[src/rtl/key_hold_pkg.sv]
// Shared types and sizing helpers for the key hold detector.
package key_hold_pkg;

    // Detector FSM states; WAIT_REL is only reachable with AUTO_RELEASE_EN
    typedef enum logic [2:0] {
        IDLE      = 3'd0,
        DEB_PRESS = 3'd1,
        QUAL      = 3'd2,
        HELD      = 3'd3,
        DEB_REL   = 3'd4,
        WAIT_REL  = 3'd5
    } state_e;

    // Counter width covering the largest cycle count that is actually in use
    function automatic int unsigned cnt_width(
        input int unsigned deb_cycles,
        input int unsigned hold_cycles,
        input int unsigned max_hold_cycles,
        input bit          use_max_hold
    );
        int unsigned largest;
        largest = (deb_cycles > hold_cycles) ? deb_cycles : hold_cycles;
        if (use_max_hold && (max_hold_cycles > largest)) begin
            largest = max_hold_cycles;
        end
        return (largest > 1) ? $clog2(largest) : 1;
    endfunction

endpackage

[src/rtl/key_hold_detector_sync_2ff.sv]
// Generic two-flop synchroniser with a configurable reset value.
module sync_2ff #(
    parameter int unsigned       WIDTH   = 1,
    parameter logic [WIDTH-1:0]  RST_VAL = '0
) (
    input  logic             clk,
    input  logic             rst_n,
    input  logic [WIDTH-1:0] d,
    output logic [WIDTH-1:0] q
);

    logic [WIDTH-1:0] stage1_q, stage1_d;
    logic [WIDTH-1:0] stage2_q, stage2_d;

    // Shift the asynchronous input through two stages
    always_comb begin
        stage1_d = d;
        stage2_d = stage1_q;
    end

    // Synchroniser registers
    always_ff @(posedge clk or negedge rst_n) begin
        if (!rst_n) begin
            stage1_q <= RST_VAL;
            stage2_q <= RST_VAL;
        end else begin
            stage1_q <= stage1_d;
            stage2_q <= stage2_d;
        end
    end

    assign q = stage2_q;

endmodule

[src/rtl/key_hold_detector.sv]
// Push-button debouncer and hold qualifier producing hold/release strobes.
// Optional macro AUTO_RELEASE_EN: force a release after MAX_HOLD_CYCLES of hold
// and ignore the key until it is physically released.
module key_hold_detector
    import key_hold_pkg::*;
#(
    parameter int unsigned DEBOUNCE_CYCLES = 65536,
    parameter int unsigned HOLD_CYCLES     = 12500000,
    parameter int unsigned MAX_HOLD_CYCLES = 250000000
) (
    input  logic clk,
    input  logic rst_n,
    input  logic key_n,
    output logic hold_tick,
    output logic release_tick,
    output logic key_state,
    output logic hold_active
);

`ifdef AUTO_RELEASE_EN
    localparam bit AUTO_EN = 1'b1;
`else
    localparam bit AUTO_EN = 1'b0;
`endif

    localparam int unsigned CNT_W =
        cnt_width(DEBOUNCE_CYCLES, HOLD_CYCLES, MAX_HOLD_CYCLES, AUTO_EN);
    localparam logic [CNT_W-1:0] DEB_LAST  = CNT_W'(DEBOUNCE_CYCLES - 1);
    localparam logic [CNT_W-1:0] HOLD_LAST = CNT_W'(HOLD_CYCLES - 1);
`ifdef AUTO_RELEASE_EN
    localparam logic [CNT_W-1:0] MAX_LAST  = CNT_W'(MAX_HOLD_CYCLES - 1);
`endif

    logic       key_sync;
    logic       pressed_s;

    state_e     state_q, state_d;
    logic [CNT_W-1:0] cnt_q, cnt_d;
    logic       key_state_q, key_state_d;
    logic       hold_tick_q, hold_tick_d;
    logic       release_tick_q, release_tick_d;
    logic       hold_active_q, hold_active_d;
`ifdef AUTO_RELEASE_EN
    logic       timed_out_q, timed_out_d;
`endif

    // Bring the raw key into the clock domain; idle (released) level out of reset
    sync_2ff #(
        .WIDTH   (1),
        .RST_VAL (1'b1)
    ) u_key_sync (
        .clk   (clk),
        .rst_n (rst_n),
        .d     (key_n),
        .q     (key_sync)
    );

    assign pressed_s = ~key_sync;

    // Next-state, counter and strobe logic; counter restarts on every state change
    always_comb begin
        state_d        = state_q;
        cnt_d          = cnt_q;
        key_state_d    = key_state_q;
        hold_tick_d    = 1'b0;
        release_tick_d = 1'b0;
        hold_active_d  = hold_active_q;
`ifdef AUTO_RELEASE_EN
        timed_out_d    = timed_out_q;
`endif

        case (state_q)
            IDLE: begin
                if (pressed_s) begin
                    state_d = DEB_PRESS;
                    cnt_d   = '0;
                end
            end

            DEB_PRESS: begin
                if (!pressed_s) begin
                    state_d = IDLE;
                    cnt_d   = '0;
                end else if (cnt_q == DEB_LAST) begin
                    state_d     = QUAL;
                    cnt_d       = '0;
                    key_state_d = 1'b1;
                end else begin
                    cnt_d = cnt_q + CNT_W'(1);
                end
            end

            QUAL: begin
                if (!pressed_s) begin
                    state_d = DEB_REL;
                    cnt_d   = '0;
                end else if (cnt_q == HOLD_LAST) begin
                    state_d       = HELD;
                    cnt_d         = '0;
                    hold_tick_d   = 1'b1;
                    hold_active_d = 1'b1;
                end else begin
                    cnt_d = cnt_q + CNT_W'(1);
                end
            end

            HELD: begin
                if (!pressed_s) begin
                    state_d = DEB_REL;
                    cnt_d   = '0;
                end
`ifdef AUTO_RELEASE_EN
                else if (cnt_q == MAX_LAST) begin
                    state_d        = WAIT_REL;
                    cnt_d          = '0;
                    release_tick_d = 1'b1;
                    hold_active_d  = 1'b0;
                    timed_out_d    = 1'b1;
                end else begin
                    cnt_d = cnt_q + CNT_W'(1);
                end
`endif
            end

            DEB_REL: begin
                if (pressed_s) begin
                    cnt_d = '0;
                    if (hold_active_q) begin
                        state_d = HELD;
                    end
`ifdef AUTO_RELEASE_EN
                    else if (timed_out_q) begin
                        state_d = WAIT_REL;
                    end
`endif
                    else begin
                        state_d = QUAL;
                    end
                end else if (cnt_q == DEB_LAST) begin
                    state_d     = IDLE;
                    cnt_d       = '0;
                    key_state_d = 1'b0;
                    if (hold_active_q) begin
                        release_tick_d = 1'b1;
                        hold_active_d  = 1'b0;
                    end
`ifdef AUTO_RELEASE_EN
                    timed_out_d = 1'b0;
`endif
                end else begin
                    cnt_d = cnt_q + CNT_W'(1);
                end
            end

`ifdef AUTO_RELEASE_EN
            WAIT_REL: begin
                if (!pressed_s) begin
                    state_d = DEB_REL;
                    cnt_d   = '0;
                end
            end
`endif

            default: begin
                state_d = IDLE;
                cnt_d   = '0;
            end
        endcase
    end

    // State, counter and registered outputs
    always_ff @(posedge clk or negedge rst_n) begin
        if (!rst_n) begin
            state_q        <= IDLE;
            cnt_q          <= '0;
            key_state_q    <= 1'b0;
            hold_tick_q    <= 1'b0;
            release_tick_q <= 1'b0;
            hold_active_q  <= 1'b0;
`ifdef AUTO_RELEASE_EN
            timed_out_q    <= 1'b0;
`endif
        end else begin
            state_q        <= state_d;
            cnt_q          <= cnt_d;
            key_state_q    <= key_state_d;
            hold_tick_q    <= hold_tick_d;
            release_tick_q <= release_tick_d;
            hold_active_q  <= hold_active_d;
`ifdef AUTO_RELEASE_EN
            timed_out_q    <= timed_out_d;
`endif
        end
    end

    assign hold_tick    = hold_tick_q;
    assign release_tick = release_tick_q;
    assign key_state    = key_state_q;
    assign hold_active  = hold_active_q;

endmodule
[config.mk]
export PLATFORM = sky130hd
export DESIGN_NAME = key_hold_detector
export DESIGN_NICKNAME = d
export VERILOG_FILES = /design/src/rtl/key_hold_pkg.sv /design/src/rtl/key_hold_detector_sync_2ff.sv /design/src/rtl/key_hold_detector.sv
export SDC_FILE = /design/constraint.sdc
export NUM_CORES = 1
export LEC_CHECK = 0
export CAP_MARGIN = 20
export CORE_AREA = 2 2 62 64
export CTS_BUF_LIST = sky130_fd_sc_hd__clkbuf_2
export DETAILED_ROUTE_END_ITERATION = 8
export DIE_AREA = 0 0 64 66
export PLACE_DENSITY = 0.78
export SYNTH_ARGS = -nofsm -noshare
export SYNTH_HDL_FRONTEND = slang
export SYNTH_SLANG_ARGS = --single-unit
[constraint.sdc]
create_clock -name clk -period 6.2 [get_ports clk]
set_input_delay 0.62 -clock clk [delete_from_list [all_inputs] [get_ports clk]]
set_output_delay 0.62 -clock clk [all_outputs]
set_load 0.01 [all_outputs]
==> impl_metrics.yaml <==
placed_design:
  gp_congestion: 0.903
  placed_area_sq_um: 1880
  placed_cells: 238
  dp_hpwl_um: 2330
  dp_slack_ns: 3.40
  port_buffers: 6
layout:
  n_antenna_cell: 0
  fill_cells: 313
  final_common_cell: "dfrtp_1"
  syn2layout_area_growth_pct: 6.09
  fin_nets: 201
  layout-drive-gt1-share_pct: 16.2
  fin_area_sq_um: 1920
  final_cell_mix: "dfrtp_1, nor2_1, nand2_1"
  fin_util_pct: 54.1
  final_cells: 246
drt:
  avgViaCountPerCell: 5.66
  dr.max_layer_used: "met4"
  met1_length_um: 1550
  wire_per_inst_um: 13.4
  wl_um: 3310
  ant_nets: 0
  dr_wl_met2_um: 1550
  dr_total_vias: 1392
  drc: 0
  drtPass1Iterations: 4
  first_iter_violations: 107
  wl_met3_um: 154
timing:
  fin_crit_sh_pct: 45.1
  clock_skew_ns: 0.0165
  setup_tns_ns: 0
  fin_ws_ns: 3.41
  drv_slew: 0
  setup_viol: 0
  whs_ns: 0.367
  grt_setup_unrepaired: "false"
  final-hold-violation-count: 0
  worst_pin_slew_ns: 0.908
  slew_headroom_pct: 39.3
  finalCriticalPeriod_ns: 2.79
  fmax_mhz: 358
yosys:
  synthCells: 189
  netlist_top_cells_area: "dfrtp_1, xnor2_1, nor2_1"
  synth-xor-area-share_pct: 6.78
  ys_async_sr_fraction_pct: 100
  synth_mux_area_share_pct: 0
  synth-compound-area-share_pct: 10.6
  yosysSeqAreaShare_pct: 45.8
  synth_cell_types: 46
  synth_top_family_by_area: "simple AND/OR/NAND/NOR gates"
  yosys.area_share.simple_pct: 31.5
  yosys.area.top_type: "dfrtp_1"
  synth_ff_type: "dfrtp_1"
  synthAdderAreaFrac_pct: 0.692
  synth_nets: 193
  synth_seq_cells: 33
  yosysWarnings: 0
  syn_area_sq_um: 1810
  synth_top_cell_area_share_pct: 42.9
  synth_edf_count: 0
  syn_avg_cell_area_sq_um: 9.57
global_routing:
  grt_pass1_wl_um: 5910
  overflow: 0
  track_usage_pct: 18.4
  grt_max_degree: 34
  grt_pass1_vias: 1313
  antenna_found_initial: 0
die:
  fp.dieArea_sq_um: 4220
  ioPinCount: 7
  initial_utilization_pct: 51.0
  die_y_um: 66
  die_w_um: 64
  row_count: 22
  coreArea_sq_um: 3550
hold_path:
  worstHoldPathType: "flip-flop to flip-flop"
  worstHoldPathCells: 0
clock_tree:
  clock-sinks: 33
  worstSkewPairLatency_ns: 0.39
  cts_max_level: 2
  cts_tree: "built"
  cts_made_buffers: 5
  clkTransAtPathRegs_ns: 0.15
  cts_root_buf: "clkbuf_2"
  postCtsSetupRepairBufs: 0
  cts.hold.buffers_added: 0
  clock_path_buffers: 2
  cts_resized: 0
worst_setup_path:
  cp_data_arrival_time_ns: 3.03
  worstSetupStartpointType: "flip-flop"
  critPathMaxFanout: 19
  endpoint_kind: "flip-flop"
  critPathRequiredTime_ns: 6.43
  crit_type: "flip-flop to flip-flop"
  worst-r2r-cell-count: 7
outcome:
  status: "finished, final reports clean"
flow_run:
  max_cap_violations: 0
pwr:
  total_power_mw: 0.367
  p_leak_nw: 0.732
  irDropWorstVdd_v: 0.000107
  powerDensity_nw_per_um2: 191
## per-layer routing
| metal | global-route usage [%] | up-vias |
|---|---|---|
| met5 | 0 | - |
| met4 | 6.52 | 0 |
| met3 | 6.30 | 6 |
| met2 | 28.9 | 24 |
| met1 | 23.5 | 675 |
| li1 | - | 687 |
## layout make-up
cell class | instances | area [sq um] | share of cell area, %
tap | 48 | 60.1 | 3.13
timing repair buffer | 8 | 75.1 | 3.91
clock inverter | 3 | 12.5 | 0.652
clock buffer | 5 | 25.0 | 1.30
multi-input combinational | 143 | 896 | 46.7
inverter | 6 | 22.5 | 1.17
sequential | 33 | 828 | 43.2
## cells in the mapped netlist, types with 2 or more instances
master / count
dfrtp_1: 31
inv_1: 6
nor2_1: 23
dfstp_2: 2
and3_1: 2
a21oi_1: 5
o22a_1: 2
xor2_1: 3
nor3_4: 2
buf_4: 2
o32ai_1: 2
nor2_2: 10
nor4_1: 6
nand3_1: 5
a31oi_1: 3
o21ai_0: 13
nand4_1: 5
nand3b_1: 2
nand3_2: 2
nand2_1: 19
xnor2_1: 11
and4_1: 3
nor3_1: 6
clkbuf_1: 2
## power by group
group	leakage, nW	internal, mW	switching [mW]	total (mW)
registers	0.450	0.223	0.00814	0.231
logic	0.255	0.0124	0.0250	0.0374
clock network	0.0278	0.0246	0.0737	0.0984
## cell families (layout without fill, tap and decap cells)
group / count (synthesis) / in the layout
xor+xnor: 14 / 14
simple gates: 97 / 97
buf+inv: 13 / 22
compound gates: 31 / 31
fa+ha+maj: 1 / 1
flops: 33 / 33
## registers in the layout, indices dropped and copies added (netlist names)
signal and flops:
hold_tick 1, cnt_q 24, u_key_sync.stage1_q 1, key_state 1, release_tick 1, hold_active 1, u_key_sync.q 1, state_q 3
## worst paths after layout
check                                     from                  end  slack, ns
max in group asynchronous                rst_n  u_key_sync.stage1_q       5.24
max                                   cnt_q[0]             cnt_q[7]       3.41
min                        u_key_sync.stage1_q         u_key_sync.q       0.37
max reg2reg                           cnt_q[0]             cnt_q[7]       3.41
min reg2reg                u_key_sync.stage1_q         u_key_sync.q       0.37
min in group asynchronous                rst_n         release_tick       0.60
## worst max-delay path, cell delays in order, from the launching register on
cell and delay, ns:
dfrtp_1 0.41, ha_1 0.22, nand3_2 0.16, nor4_4 0.32
nand4_1 0.21, a41o_2 0.38, nor3_4 0.76, o21ai_0 0.21
Power figures use the tool's default switching activity.
